## src/rtl/sobel_sequencer_pkg.sv

```systemverilog
// Shared constants, FSM state type and the frame-border helper for the
// sobel sequencing path.
package sobel_sequencer_pkg;

   localparam int H_ACT_DEF        = 640;
   localparam int V_ACT_DEF        = 480;
   localparam int FIFO_DEPTH_DEF   = 8;
   localparam int DONE_TIMEOUT_DEF = 15;
   localparam int PIX_W            = 8;

   typedef enum logic [1:0] {
      ST_IDLE      = 2'd0,
      ST_LAUNCH    = 2'd1,
      ST_WAIT_DONE = 2'd2,
      ST_PUSH      = 2'd3
   } seq_state_e;

   function automatic logic is_border(input int unsigned row, input int unsigned col,
                                      input int unsigned h_act, input int unsigned v_act);
      return (row == 32'd0) || (row == v_act - 32'd1) ||
             (col == 32'd0) || (col == h_act - 32'd1);
   endfunction

endpackage

```

## src/rtl/sobel_result_fifo.sv

```systemverilog
// Show-ahead result FIFO: head is visible on rdata whenever not empty;
// a push into an empty FIFO appears one cycle later (no bypass).
module sobel_result_fifo #(
   parameter int DEPTH = 8,
   parameter int WIDTH = 8
) (
   input  logic                     clk,
   input  logic                     rst,
   input  logic                     push,
   input  logic                     pop,
   input  logic [WIDTH-1:0]         wdata,
   output logic [WIDTH-1:0]         rdata,
   output logic                     full,
   output logic                     empty,
   output logic [$clog2(DEPTH):0]   level
);
   localparam int AW = $clog2(DEPTH);
   localparam int LW = AW + 1;

   logic [WIDTH-1:0] mem_q [DEPTH];
   logic [WIDTH-1:0] mem_d [DEPTH];
   logic [AW-1:0]    wr_ptr_q, wr_ptr_d;
   logic [AW-1:0]    rd_ptr_q, rd_ptr_d;
   logic [LW-1:0]    level_q, level_d;
   logic             do_push_s;
   logic             do_pop_s;

   assign empty = (level_q == LW'(0));
   assign full  = (level_q == LW'(DEPTH));
   assign level = level_q;
   assign rdata = mem_q[rd_ptr_q];

   // a full FIFO still accepts a write when the head leaves in the same cycle
   assign do_pop_s  = pop & ~empty;
   assign do_push_s = push & (~full | do_pop_s);

   always_comb begin
      mem_d    = mem_q;
      wr_ptr_d = wr_ptr_q;
      rd_ptr_d = rd_ptr_q;
      level_d  = level_q;
      if (do_push_s) begin
         mem_d[wr_ptr_q] = wdata;
         wr_ptr_d        = wr_ptr_q + AW'(1);
      end else begin
         wr_ptr_d = wr_ptr_q;
      end
      if (do_pop_s) begin
         rd_ptr_d = rd_ptr_q + AW'(1);
      end else begin
         rd_ptr_d = rd_ptr_q;
      end
      case ({do_push_s, do_pop_s})
         2'b10:   level_d = level_q + LW'(1);
         2'b01:   level_d = level_q - LW'(1);
         default: level_d = level_q;
      endcase
   end

   always_ff @(posedge clk or posedge rst) begin
      if (rst) begin
         mem_q    <= '{default: '0};
         wr_ptr_q <= '0;
         rd_ptr_q <= '0;
         level_q  <= '0;
      end else begin
         mem_q    <= mem_d;
         wr_ptr_q <= wr_ptr_d;
         rd_ptr_q <= rd_ptr_d;
         level_q  <= level_d;
      end
   end

endmodule

```

## src/rtl/sobel_sequencer.sv

```systemverilog
// Sequences the shared sobel engine per matrix-ready event, forces zero on
// frame-border pixels and queues results for the output stage.
module sobel_sequencer
   import sobel_sequencer_pkg::*;
#(
   parameter int H_ACT        = H_ACT_DEF,
   parameter int V_ACT        = V_ACT_DEF,
   parameter int FIFO_DEPTH   = FIFO_DEPTH_DEF,
   parameter int DONE_TIMEOUT = DONE_TIMEOUT_DEF
) (
   input  logic                            I_CLK,
   input  logic                            I_RESET,
   input  logic                            I_ENABLE,
   input  logic                            I_MATRIX_READY,
   input  logic [$clog2(H_ACT)-1:0]        I_MATRIX_COL,
   input  logic [$clog2(V_ACT)-1:0]        I_MATRIX_ROW,
   output logic                            O_SOBEL_START,
   output logic [$clog2(V_ACT)-1:0]        O_SOBEL_ROW,
   output logic [$clog2(H_ACT)-1:0]        O_SOBEL_COL,
   input  logic                            I_SOBEL_DONE,
   input  logic [PIX_W-1:0]                I_SOBEL_OUT,
   output logic                            O_PIX_VALID,
   output logic [PIX_W-1:0]                O_PIX_DATA,
   input  logic                            I_PIX_READY,
   output logic [$clog2(FIFO_DEPTH):0]     O_FIFO_LEVEL,
   output logic                            O_FRAME_START,
   output logic                            O_OVERFLOW,
   output logic                            O_TIMEOUT,
   input  logic                            I_CLR_STATUS
);
   localparam int COL_W = $clog2(H_ACT);
   localparam int ROW_W = $clog2(V_ACT);
   localparam int TMO_W = $clog2(DONE_TIMEOUT + 1);

   seq_state_e        state_q, state_d;
   logic              pend_vld_q, pend_vld_d;
   logic [ROW_W-1:0]  pend_row_q, pend_row_d;
   logic [COL_W-1:0]  pend_col_q, pend_col_d;
   logic [ROW_W-1:0]  row_q, row_d;
   logic [COL_W-1:0]  col_q, col_d;
   logic [PIX_W-1:0]  data_q, data_d;
   logic [TMO_W-1:0]  tmo_cnt_q, tmo_cnt_d;
   logic              start_q, start_d;
   logic              frame_q, frame_d;
   logic              ovf_q, ovf_d;
   logic              tmo_q, tmo_d;
   logic              ovf_set_s, tmo_set_s;
   logic              ev_s, src_vld_s;
   logic [ROW_W-1:0]  src_row_s;
   logic [COL_W-1:0]  src_col_s;
   logic              fifo_push_s, fifo_full_s, fifo_empty_s, push_ok_s;

   assign ev_s        = I_MATRIX_READY & I_ENABLE;
   assign src_vld_s   = pend_vld_q | ev_s;
   assign src_row_s   = pend_vld_q ? pend_row_q : I_MATRIX_ROW;
   assign src_col_s   = pend_vld_q ? pend_col_q : I_MATRIX_COL;
   assign fifo_push_s = (state_q == ST_PUSH);
   assign push_ok_s   = ~fifo_full_s | I_PIX_READY;

   // next-state, pending slot, status flags
   always_comb begin
      state_d    = state_q;
      pend_vld_d = pend_vld_q;
      pend_row_d = pend_row_q;
      pend_col_d = pend_col_q;
      row_d      = row_q;
      col_d      = col_q;
      data_d     = data_q;
      tmo_cnt_d  = tmo_cnt_q;
      start_d    = 1'b0;
      frame_d    = 1'b0;
      ovf_set_s  = 1'b0;
      tmo_set_s  = 1'b0;

      // in IDLE a held entry is consumed; a simultaneous new event takes its place
      if (state_q == ST_IDLE) begin
         pend_vld_d = pend_vld_q & ev_s;
         if (pend_vld_q & ev_s) begin
            pend_row_d = I_MATRIX_ROW;
            pend_col_d = I_MATRIX_COL;
         end else begin
            pend_row_d = pend_row_q;
            pend_col_d = pend_col_q;
         end
      end else if (ev_s) begin
         if (pend_vld_q) begin
            ovf_set_s = 1'b1;
         end else begin
            pend_vld_d = 1'b1;
            pend_row_d = I_MATRIX_ROW;
            pend_col_d = I_MATRIX_COL;
         end
      end else begin
         pend_vld_d = pend_vld_q;
      end

      case (state_q)
         ST_IDLE: begin
            if (src_vld_s) begin
               row_d   = src_row_s;
               col_d   = src_col_s;
               frame_d = (src_row_s == '0) && (src_col_s == '0);
               if (is_border(32'(src_row_s), 32'(src_col_s), 32'(H_ACT), 32'(V_ACT))) begin
                  data_d  = '0;
                  state_d = ST_PUSH;
               end else begin
                  start_d = 1'b1;
                  state_d = ST_LAUNCH;
               end
            end else begin
               state_d = ST_IDLE;
            end
         end
         ST_LAUNCH: begin
            tmo_cnt_d = '0;
            state_d   = ST_WAIT_DONE;
         end
         ST_WAIT_DONE: begin
            if (I_SOBEL_DONE) begin
               data_d  = I_SOBEL_OUT;
               state_d = ST_PUSH;
            end else if (tmo_cnt_q == TMO_W'(DONE_TIMEOUT - 1)) begin
               data_d    = '0;
               tmo_set_s = 1'b1;
               state_d   = ST_PUSH;
            end else begin
               tmo_cnt_d = tmo_cnt_q + TMO_W'(1);
            end
         end
         ST_PUSH: begin
            if (push_ok_s) begin
               state_d = ST_IDLE;
            end else begin
               state_d = ST_PUSH;
            end
         end
         default: state_d = ST_IDLE;
      endcase

      ovf_d = ovf_set_s | (ovf_q & ~I_CLR_STATUS);
      tmo_d = tmo_set_s | (tmo_q & ~I_CLR_STATUS);
   end

   // state and output registers
   always_ff @(posedge I_CLK or posedge I_RESET) begin
      if (I_RESET) begin
         state_q    <= ST_IDLE;
         pend_vld_q <= 1'b0;
         pend_row_q <= '0;
         pend_col_q <= '0;
         row_q      <= '0;
         col_q      <= '0;
         data_q     <= '0;
         tmo_cnt_q  <= '0;
         start_q    <= 1'b0;
         frame_q    <= 1'b0;
         ovf_q      <= 1'b0;
         tmo_q      <= 1'b0;
      end else begin
         state_q    <= state_d;
         pend_vld_q <= pend_vld_d;
         pend_row_q <= pend_row_d;
         pend_col_q <= pend_col_d;
         row_q      <= row_d;
         col_q      <= col_d;
         data_q     <= data_d;
         tmo_cnt_q  <= tmo_cnt_d;
         start_q    <= start_d;
         frame_q    <= frame_d;
         ovf_q      <= ovf_d;
         tmo_q      <= tmo_d;
      end
   end

   sobel_result_fifo #(
      .DEPTH (FIFO_DEPTH),
      .WIDTH (PIX_W)
   ) u_fifo (
      .clk   (I_CLK),
      .rst   (I_RESET),
      .push  (fifo_push_s),
      .pop   (I_PIX_READY),
      .wdata (data_q),
      .rdata (O_PIX_DATA),
      .full  (fifo_full_s),
      .empty (fifo_empty_s),
      .level (O_FIFO_LEVEL)
   );

   assign O_PIX_VALID   = ~fifo_empty_s;
   assign O_SOBEL_START = start_q;
   assign O_SOBEL_ROW   = row_q;
   assign O_SOBEL_COL   = col_q;
   assign O_FRAME_START = frame_q;
   assign O_OVERFLOW    = ovf_q;
   assign O_TIMEOUT     = tmo_q;

endmodule

```

## config.mk

```make
export PLATFORM = sky130hd
export DESIGN_NAME = sobel_sequencer
export DESIGN_NICKNAME = d
export VERILOG_FILES = /design/src/rtl/sobel_sequencer_pkg.sv /design/src/rtl/sobel_result_fifo.sv /design/src/rtl/sobel_sequencer.sv
export SDC_FILE = /design/constraint.sdc
export NUM_CORES = 1
export LEC_CHECK = 0
export ABC_AREA = 0
export CORE_AREA = 2 2 127 129
export CTS_BUF_LIST = sky130_fd_sc_hd__clkbuf_8 sky130_fd_sc_hd__clkbuf_16
export CTS_CLUSTER_DIAMETER = 100
export DETAILED_ROUTE_END_ITERATION = 6
export DIE_AREA = 0 0 129 131
export GPL_ROUTABILITY_DRIVEN = 0
export SYNTH_ARGS = -nofsm -noshare
export SYNTH_HDL_FRONTEND = slang
export SYNTH_SLANG_ARGS = --single-unit
```

## constraint.sdc

```tcl
create_clock -name I_CLK -period 7.7 [get_ports I_CLK]
set_input_delay 2.31 -clock I_CLK [delete_from_list [all_inputs] [get_ports I_CLK]]
set_output_delay 2.31 -clock I_CLK [all_outputs]
set_load 0.05 [all_outputs]
```

* Yosys cells after proc, flatten, opt, wreduce, memory -nomap -nowiden *
Index checks and enable logic that the tools add are counted.

word-level totals
  register bits after elaboration = 131
  bits of input ports = 34
  output and inout port bits = 36

cells by class
  $add $sub $neg = 5
  $lt $le $gt $ge = 3
  equality and inequality tests = 15
  mux-type cells = 42
  bitwise gates (word level) = 16
  reduce and logical (&&, ||, !) cells = 17

operators by type and width
  cell                                         count
  bitwise mux 64 bit                           1
  two-way mux 8 bit                            7
  two-way mux 10 bit                           4
  two-way mux 9 bit                            4
  binary-select mux 8 bit (select 3 bit)       1
  demux 8 bit (select 3 bit)                   1
  one-hot mux 4 bit (2 select lines)           2
  one-hot mux 8 bit (2 select lines)           1
  two-way mux 1 bit                            13
  equality test 10 bit, second input constant  1
  zero test 10 bit                             1
  two-way mux 2 bit                            5
  equality test 9 bit, second input constant   1
  zero test 9 bit                              1
  adder 4 x 1 -> 4 bit, second input constant  2
  equality test 4 bit, second input constant   2
  >= comparator 4 bit, second input constant   2
  two-way mux 4 bit                            2
  NOT 3 -> 4 bit                               2
  one-hot mux 2 bit (4 select lines)           1
  nonzero test 2 bit                           4
  adder 3 x 1 -> 3 bit, second input constant  2
  bitwise AND 1 bit                            6
  equality test 2 bit, second input constant   3
  15 further kinds                             29

* Depth between registers and ports, before layout *
Gate-level depths: netlist of the first run.

  word-level depth = 8
  mapped depth = 10
  mapped depth without buffers = 10

* By module *
Synthesis of the first run repeated with hierarchy kept, for this count alone.

unflattened totals
  cells, all modules = 488
  area, all modules = 6353.6 um^2

by module, submodules not included
  module             times used  cells an instance  area each (um^2)
  sobel_result_fifo  1           230                3621.0
  sobel_sequencer    1           258                2732.6

* Worst setup path after synthesis of the first run *
Ideal clock, no wire load.

  path type = reg-to-output
  from = register u_fifo.rd_ptr_q[0]
  to = output O_PIX_DATA[0]
  arrival = 1.794 ns
  required time = 5.390 ns
  slack = 3.596 ns
  cell stages (with the launch flop) = 5
  buffers on the path = 2
  cell sequence = dfrtp_1 buf_2 buf_2 mux4_2 mux2_2

on the way
  cells in the longest elaborated chain, start to end = 4

RTL lines
  what                                                   RTL line                 RTL
  start: declaration                                     sobel_result_fifo.sv:23  logic [AW-1:0] rd_ptr_q, rd_ptr_d;
  start signal: assignment                               sobel_result_fifo.sv:69  rd_ptr_q <= rd_ptr_d;
  NOT 3 -> 4 bit (not written as such)                   sobel_result_fifo.sv:31  assign rdata = mem_q[rd_ptr_q];
  binary-select mux 8 bit (select 3 bit)                 sobel_result_fifo.sv:31
  two-way mux 8 bit (not written as such) (2 in series)  sobel_result_fifo.sv:31
  end: declaration                                       sobel_sequencer.sv:23    output logic [PIX_W-1:0] O_PIX_DATA,

No other way between the ends. The select of a mux whose other input is x is not followed.

* Worst setup path in the final report of the first run *
  from = register u_fifo.rd_ptr_q[0]
  to = output O_PIX_DATA[2]

The elaborated chain is that of the path after synthesis.

==> results of run 1 <==
## registers in the layout (all words and copies together), names as in the netlist, 2 cells and up
signal and cells:
O_SOBEL_COL 10, O_SOBEL_ROW 9, data_q 8, pend_col_q 10, pend_row_q 9, state_q 2
tmo_cnt_q 4, u_fifo.level 4, u_fifo.mem_q 64, u_fifo.rd_ptr_q 3, u_fifo.wr_ptr_q 3
## worst max-delay path: stages, from the launching register on
cell and delay (ns):
dfrtp_1 1.07, mux4_2 0.62, mux2_2 0.27, clkdlybuf4s50_1 0.70
## logic make-up after synthesis
kind of cell,share of synthesized area
multiplexers,0.264
AO/OA/AOI/OAI,0.0541
AND/OR/NAND/NOR,0.0889
buffers and inverters,0.0254
XOR/XNOR,0.0158
flip-flops,0.536
adder cells (fa/ha/maj),0.0160
## layout by cell type (no fill, tap or decap), drive strengths merged, types with 2 or more instances in the layout
cell and count:
a21oi 21, and3 3, nor3b 3, buf 3
and2 2, mux2 95, clkdlybuf4s50 69, ha 7
nand2b 4, nor3 6, nand4 6, mux4 16
mux2i 18, o21ai 14, nand2 22, dfrtp 131
nand4b 2, nor4 5, a22oi 9, nor2 29
clkbuf 23, or3 3, or4 4, clkinv 3
nand3 6, a22o 2, xor2 4, xnor2 7
inv 13
## final cells by class
class	instances	area, um2	share of cell area
Inverter	10	40.0	0.00532
Clock buffer	23	508	0.0675
Clock inverter	7	33.8	0.00449
Timing Repair Buffer	72	713	0.0948
Sequential cell	131	3280	0.436
Multi-Input combinational cell	300	2680	0.356
Tap cell	216	270	0.0359
## worst paths after layout
path	end	slack [ns]
worst max-delay path	O_PIX_DATA[2]	2.31
worst min-delay path	tmo_cnt_q[3]	0.49
worst max register to register	u_fifo.level[2]	5.10
worst min register to register	tmo_cnt_q[3]	0.49
max in group asynchronous	pend_row_q[3]	3.94
min in group asynchronous	u_fifo.mem_q[38]	2.51
## power groups by stage
stage / clock network, mW / registers, mW / logic, mW
floorplan: 0 / 1.42 / 1.18
global placement: 0 / 1.36 / 1.66
detailed placement: 0 / 1.37 / 1.69
CTS: 0.752 / 1.37 / 1.70
global route: 0.787 / 1.43 / 1.82
finish: 0.735 / 1.37 / 1.68
## cells in the mapped netlist, types with 2 or more instances
master    count
nor4_1        5
o21ai_0      14
nand2_1      22
nand3_1       6
and3_1        3
nor2_1       27
a21oi_1      21
buf_2         7
mux2i_1      18
buf_1        14
dfrtp_1     131
nor3_1        4
nor2_2        2
mux2_2       95
nand4_1       6
xnor2_1       7
and2_1        2
nand2b_1      4
nor3b_4       2
xor2_1        4
clkbuf_1      8
a22o_1        2
a22oi_1       9
ha_1          7
nand4b_1      2
inv_1        10
or4_1         4
mux4_2       16
or3_1         3
## per-layer routing
layer / part of all wire / wire (um) / GRT usage
met4: 0.013 / 172 / 0.0473
met2: 0.46 / 6190 / 0.267
met5: 0 / 0 / 0
met1: 0.47 / 6260 / 0.228
met3: 0.051 / 683 / 0.0566
==> metrics.yaml, run 1 <==
final_layout:
  drive_gt1_frac: 0.276
  fin_util: 0.482
  antennaDiodeCount: 0
  final_net_count: 573
  design_area_um2: 7520
  fillCellCount: 1377
  finalNonFillerCells: 759
  syn_to_final_growth_pct: 23.1
placed_design:
  portBuffers: 69
  postPlaceCellArea_um2: 6980
  placedCellCount: 729
  pre_cts_slack_ns: 2.66
  hpwl_um: 8720
pwr:
  p_int_mw: 2.29
  comb_power_share: 0.444
  finalPower_mw: 3.78
  p_per_area_nw_per_um2: 503
  p_sw_mw: 1.49
  clock_power_share: 0.194
  switching_share: 0.395
  p_leak_nw: 3.10
  peakVddDrop_uv: 213
  p_seq_frac: 0.361
cts:
  h-tree-depth: 4
  cts_root_buffer: "clkbuf_16"
  cts_resized: 0
  cts.sinks: 131
  postCtsSetupRepairBufs: 0
  cts_tree: "built"
  clk_pin_slew_ns: 0.05
  cts_hold_buf: 0
  clk_latency_ns: 0.41
  clk_path_buf_depth: 2
  cts_buffers: 17
sta:
  drv_slew: 0
  finalSetupViolations: 0
  hold_ws_ns: 0.491
  fin_crit_ns: 5.39
  slew_headroom: 0.242
  setup_tns_ns: 0
  hold_viol: 0
  skew_ns: 0.00675
  period_share: 0.700
  timing.fmax_mhz: 185
  rsz0062_at_grt: "false"
  finalWorstSetupSlack_ns: 2.31
  worst_pin_slew_ns: 1.14
synthesis:
  yosysSeqAreaShare: 0.536
  syn_avg_cell_area_um2: 13.0
  synth_cells: 470
  yosys.area.top_type: "dfrtp_1"
  ys.flop_type: "dfrtp_1"
  synth.area.top_cells: "dfrtp_1, mux2_2, mux4_2"
  synth_edf_count: 0
  async_reset_ff_frac: 1.00
  ys_ff_latch: 131
  synth_area_um2: 6110
  synth_top_area_frac: 0.536
  yosys_warnings: 0
  syn_nets: 511
  ys_types: 44
drt:
  dr.pass1.iters: 4
  viasPerCell: 5.20
  vias: 3944
  drt_wl_total_um: 13300
  drcViolationCount: 0
  drtIter0Drc: 154
  wl_per_cell_um: 17.5
  postRouteAntennaNets: 0
grt:
  track_usage: 0.170
  grt_max_degree: 90
  grt_pass1_vias: 4070
  overflow: 0
  grt_first_pass_wirelength_um: 21900
  antenna_found_initial: 0
critical_path:
  r2r_cells: 10
  arrival_ns: 3.08
  end_kind: "output port"
  regToRegStartpoint: "u_fifo.level[1]"
  required_ns: 5.39
  crit_path_start: "u_fifo.rd_ptr_q[0]"
  crit_fanout: 18
  cp-start-kind: "register"
  worst-setup-path-type: "register to output port"
die:
  num_io_pins: 70
  start_util: 0.392
  rows: 46
  core-area_um2: 15600
  die_h_um: 131
  die_w_um: 129
  die_area_um2: 16900
min_path:
  worst_hold_path.num_cells: 1
  worstHoldPathType: "register to register"
  hold_start: "tmo_cnt_q[3]"
job:
  cap_violations: 0
run_status:
  status: "finished, final reports clean"
(Power assumes the default switching activity.)
==> run 2: changes to the inputs <==
==> constraint.sdc (replaced) <==
create_clock -name I_CLK -period 4.6 [get_ports I_CLK]
set_input_delay 1.38 -clock I_CLK [delete_from_list [all_inputs] [get_ports I_CLK]]
set_output_delay 1.38 -clock I_CLK [all_outputs]
set_load 0.05 [all_outputs]
==> run 2 against run 1 <==
Compared with the run above: combinational power up 69%; hold slack lost 0.0055 ns; sequential share of layout area fell by 0.73 points; first-iteration DRC count up 7.8%; register-to-register slack got worse by 3.1 ns; critical path depth up 1; utilization increased by 0.83 points; largest cell class unchanged; largest power group unchanged.
==> metrics.yaml, run 2 (same netlist as run 1, synthesis figures left out) <==
run_status:
  status: "finished, final reports clean"
placed_design:
  hpwl_um: 9120
  pre_cts_slack_ns: 0.809
  placedCellCount: 731
  portBuffers: 69
die:
  die_w_um: 129
  die_h_um: 131
  rows: 46
  core-area_um2: 15600
  start_util: 0.392
  die_area_um2: 16900
  num_io_pins: 70
final_layout:
  largest_register_ffs: 64
  ff_latch_area_um2: 3280
  fillCellCount: 1374
  mostFrequentLayoutCells: "dfrtp_1, mux2_2, clkdlybuf4s50_1"
  layout_commonest_cell: "dfrtp_1"
  finalNonFillerCells: 763
  multi_input_area_um2: 2680
  drive_gt1_frac: 0.282
  final_net_count: 575
  syn_to_final_growth_pct: 25.2
  antennaDiodeCount: 0
  fin_util: 0.491
  top_register: "u_fifo.mem_q"
cts:
  cts_resized: 0
  cts_root_buffer: "clkbuf_16"
  clk_pin_slew_ns: 0.06
  cts.sinks: 131
  cts_hold_buf: 0
  postCtsSetupRepairBufs: 0
  cts_buffers: 17
  cts_tree: "built"
  h-tree-depth: 4
  clk_path_buf_depth: 2
  clk_latency_ns: 0.42
sta:
  hold_viol: 0
  period_share: 0.910
  finalWorstSetupSlack_ns: 0.412
  timing.fmax_mhz: 239
  rsz0062_at_grt: "false"
  worst_pin_slew_ns: 0.853
  fin_crit_ns: 4.19
  drv_slew: 0
  skew_ns: 0.0104
  finalSetupViolations: 0
  setup_tns_ns: 0
  slew_headroom: 0.430
drt:
  postRouteAntennaNets: 0
  drcViolationCount: 0
  drt_wl_total_um: 13300
  dr.pass1.iters: 6
  viasPerCell: 5.22
  drtIter0Drc: 166
  vias: 3982
  wl_per_cell_um: 17.5
job:
  cap_violations: 0
grt:
  grt_max_degree: 80
  grt_first_pass_wirelength_um: 21900
  antenna_found_initial: 0
  overflow: 0
  grt_pass1_vias: 4158
  track_usage: 0.172
critical_path:
  end_kind: "output port"
  arrival_ns: 2.81
  crit_fanout: 10
  worst-setup-path-type: "register to output port"
  cp-start-kind: "register"
  required_ns: 3.22
pwr:
  p_per_area_nw_per_um2: 858
  p_leak_nw: 3.15
  peakVddDrop_uv: 384
min_path:
  worstHoldPathType: "register to register"
-- run 2: final timing paths --
| kind | startpoint | endpoint | slack [ns] | cells past startpoint |
|---|---|---|---|---|
| hold / removal | tmo_cnt_q[3] | tmo_cnt_q[3] | 0.49 | 1 |
| setup / recovery | u_fifo.rd_ptr_q[0] | O_PIX_DATA[7] | 0.41 | 4 |
| hold reg to reg | tmo_cnt_q[3] | tmo_cnt_q[3] | 0.49 | 1 |
| min in group asynchronous | I_RESET | pend_col_q[5] | 1.45 | 2 |
| max in group asynchronous | I_RESET | u_fifo.mem_q[44] | 2.31 | 3 |
| setup reg to reg | u_fifo.level[1] | u_fifo.level[2] | 1.96 | 10 |
-- run 2: area by class of cell --
| class | count | share of cell area |
|---|---|---|
| Sequential cell | 131 | 0.428 |
| Inverter | 10 | 0.00540 |
| Tap cell | 216 | 0.0353 |
| Multi-Input combinational cell | 300 | 0.350 |
| Clock buffer | 20 | 0.0610 |
| Timing Repair Buffer | 74 | 0.0984 |
| Clock inverter | 12 | 0.0213 |
-- run 2: stage by stage --
stage / hold slack (ns) / power (mW) / instance area (um2)
floorplan: 0.449 / 4.35 / 6110
global placement: 0.470 / 5.08 / 7020
detailed placement: 0.477 / 5.18 / 7020
CTS: 0.486 / 6.63 / 7650
global route: 0.515 / 6.97 / 7650
finish: 0.485 / 6.56 / 7650
-- run 2: layer usage --
| metal | track usage | part of all wire |
|---|---|---|
| met1 | 0.216 | 0.44 |
| met2 | 0.280 | 0.49 |
| met3 | 0.0594 | 0.059 |
| met4 | 0.0582 | 0.013 |
| met5 | 0 | 0 |
-- run 2: power breakdown --
part	total, mW	internal [mW]	leakage, nW	switching (mW)
sequential	2.30	1.73	1.53	0.570
combinational	2.84	1.36	1.30	1.48
clock	1.42	0.941	0.320	0.479
-- run 2: worst max-delay path, stage by stage, from the launching register on --
cell,delay [ns]
dfrtp_1,0.69
buf_12,0.22
mux4_2,0.51
mux2_2,0.27
clkdlybuf4s50_1,0.70
==> run 3: changes to the inputs <==
--- a/config.mk
+++ b/config.mk
@@ -6,11 +6,11 @@
 export NUM_CORES = 1
 export LEC_CHECK = 0
 export ABC_AREA = 0
-export CORE_AREA = 2 2 127 129
+export CORE_AREA = 2 2 142 116
 export CTS_BUF_LIST = sky130_fd_sc_hd__clkbuf_8 sky130_fd_sc_hd__clkbuf_16
 export CTS_CLUSTER_DIAMETER = 100
 export DETAILED_ROUTE_END_ITERATION = 6
-export DIE_AREA = 0 0 129 131
+export DIE_AREA = 0 0 144 118
 export GPL_ROUTABILITY_DRIVEN = 0
 export SYNTH_ARGS = -nofsm -noshare
 export SYNTH_HDL_FRONTEND = slang
==> constraint.sdc (replaced) <==
create_clock -name I_CLK -period 4.6 [get_ports I_CLK]
set_input_delay 1.38 -clock I_CLK [delete_from_list [all_inputs] [get_ports I_CLK]]
set_output_delay 1.38 -clock I_CLK [all_outputs]
set_load 0.02 [all_outputs]
==> run 3 against run 2 <==
Compared with the run above: power shrank 7.8%; utilization fell by 0.12 points; register-to-register slack lost 0.15 ns; worst setup slack improved by 0.28 ns; non-clock buffer count up 1; largest power group unchanged.
==> metrics.yaml, run 3 (same netlist as run 1, synthesis figures left out) <==
cts:
  cts_tree: "built"
  h-tree-depth: 4
  cts_buffers: 17
  cts.sinks: 131
  cts_resized: 0
  cts_hold_buf: 0
  clk_latency_ns: 0.42
  postCtsSetupRepairBufs: 0
  clk_path_buf_depth: 2
  cts_root_buffer: "clkbuf_16"
  clk_pin_slew_ns: 0.06
grt:
  overflow: 0
  grt_first_pass_wirelength_um: 22200
  grt_max_degree: 84
  grt_pass1_vias: 4110
  antenna_found_initial: 0
  track_usage: 0.172
critical_path:
  r2r_slack_ns: 1.81
  r2r_cells: 5
  cp-start-kind: "register"
  crit_end: "O_PIX_DATA[2]"
  arrival_ns: 2.53
  crit_path_start: "u_fifo.rd_ptr_q[0]"
  end_kind: "output port"
  regToRegStartpoint: "pend_vld_q"
  required_ns: 3.22
  reg2reg_to: "data_q[4]"
  worst-setup-path-type: "register to output port"
  crit_fanout: 18
sta:
  timing.fmax_mhz: 256
  finalSetupViolations: 0
  finalWorstSetupSlack_ns: 0.695
  skew_ns: 0.00916
  slew_headroom: 0.431
  hold_viol: 0
  drv_slew: 0
  rsz0062_at_grt: "false"
  fin_crit_ns: 3.91
  period_share: 0.849
  worst_pin_slew_ns: 0.853
  setup_tns_ns: 0
final_layout:
  final_net_count: 576
  antennaDiodeCount: 0
  top_register: "u_fifo.mem_q"
  design_area_um2: 7610
  drive_gt1_frac: 0.285
  finalNonFillerCells: 763
  mostFrequentLayoutCells: "dfrtp_1, mux2_2, clkdlybuf4s50_1"
  largest_register_ffs: 64
  layout_commonest_cell: "dfrtp_1"
  syn_to_final_growth_pct: 24.5
drt:
  vias: 3999
  dr.pass1.iters: 4
  wl_per_cell_um: 17.5
  drtIter0Drc: 204
  drcViolationCount: 0
  viasPerCell: 5.24
  drt_wl_total_um: 13300
  postRouteAntennaNets: 0
placed_design:
  hpwl_um: 8830
  pre_cts_slack_ns: 0.990
  portBuffers: 69
  placedCellCount: 731
  postPlaceCellArea_um2: 7020
pwr:
  peakVddDrop_uv: 301
  p_leak_nw: 3.13
  p_per_area_nw_per_um2: 796
  finalPower_mw: 6.05
die:
  start_util: 0.393
  die_w_um: 144
  die_area_um2: 17000
  core-area_um2: 15500
  die_h_um: 118
  rows: 41
  num_io_pins: 70
min_path:
  worstHoldPathType: "register to register"
  hold_start: "O_OVERFLOW"
run_status:
  status: "finished, final reports clean"
job:
  cap_violations: 0
## run 3: cell types whose count changed in the layout (fill, tap and decap cells not counted)
cell | previous run | this run
buf_4 | 3 | 5
inv_1 | 12 | 11
clkinv_4 | 1 | 0
bufinv_16 | 4 | 2
clkinv_2 | 3 | 4
clkinvlp_4 | 2 | 4
clkbuf_8 | 3 | 4
buf_12 | 2 | 1
## run 3: worst min-delay path by stage
stage / to / depth (start not counted)
final: O_OVERFLOW / 1
after global routing: O_OVERFLOW / 1
after CTS: O_OVERFLOW / 1
after detailed placement: O_OVERFLOW / 1
after global placement: tmo_cnt_q[3] / 1
after floorplan: tmo_cnt_q[3] / 1
## run 3: final cells by class
type                       count  area, um2
fill                        1361       7940
sequential                   131       3280
multi-input combinational    300       2680
timing repair buffer          75        748
clock buffer                  21        480
tap                          215        269
clock inverter                11        110
inverter                      10       41.3
## run 3: critical path, stage by stage, from the launching register on
cell and delay [ns]:
dfrtp_1 0.32, buf_4 0.33, mux4_2 0.61, mux2_2 0.30, clkdlybuf4s50_1 0.54
## run 3: per-stage QoR
step                hold WS [ns]  utilization
finish                     0.491        0.489
global route               0.508        0.489
CTS                        0.497        0.489
detailed placement         0.484        0.451
global placement           0.471        0.451
floorplan                  0.449            -
## run 3: layer usage
metal,vias up,GRT usage,share of wire
met2,70,0.258,0.47
met4,0,0.0619,0.016
met5,-,0,0
li1,1844,-,-
met3,16,0.0456,0.039
met1,2069,0.239,0.48
## run 3: power breakdown
part           internal [mW]  leakage (nW)  switching [mW]  total, mW
clock network          0.846         0.293           0.493       1.34
registers               1.73          1.53           0.523       2.25
logic                   1.36          1.30            1.10       2.46
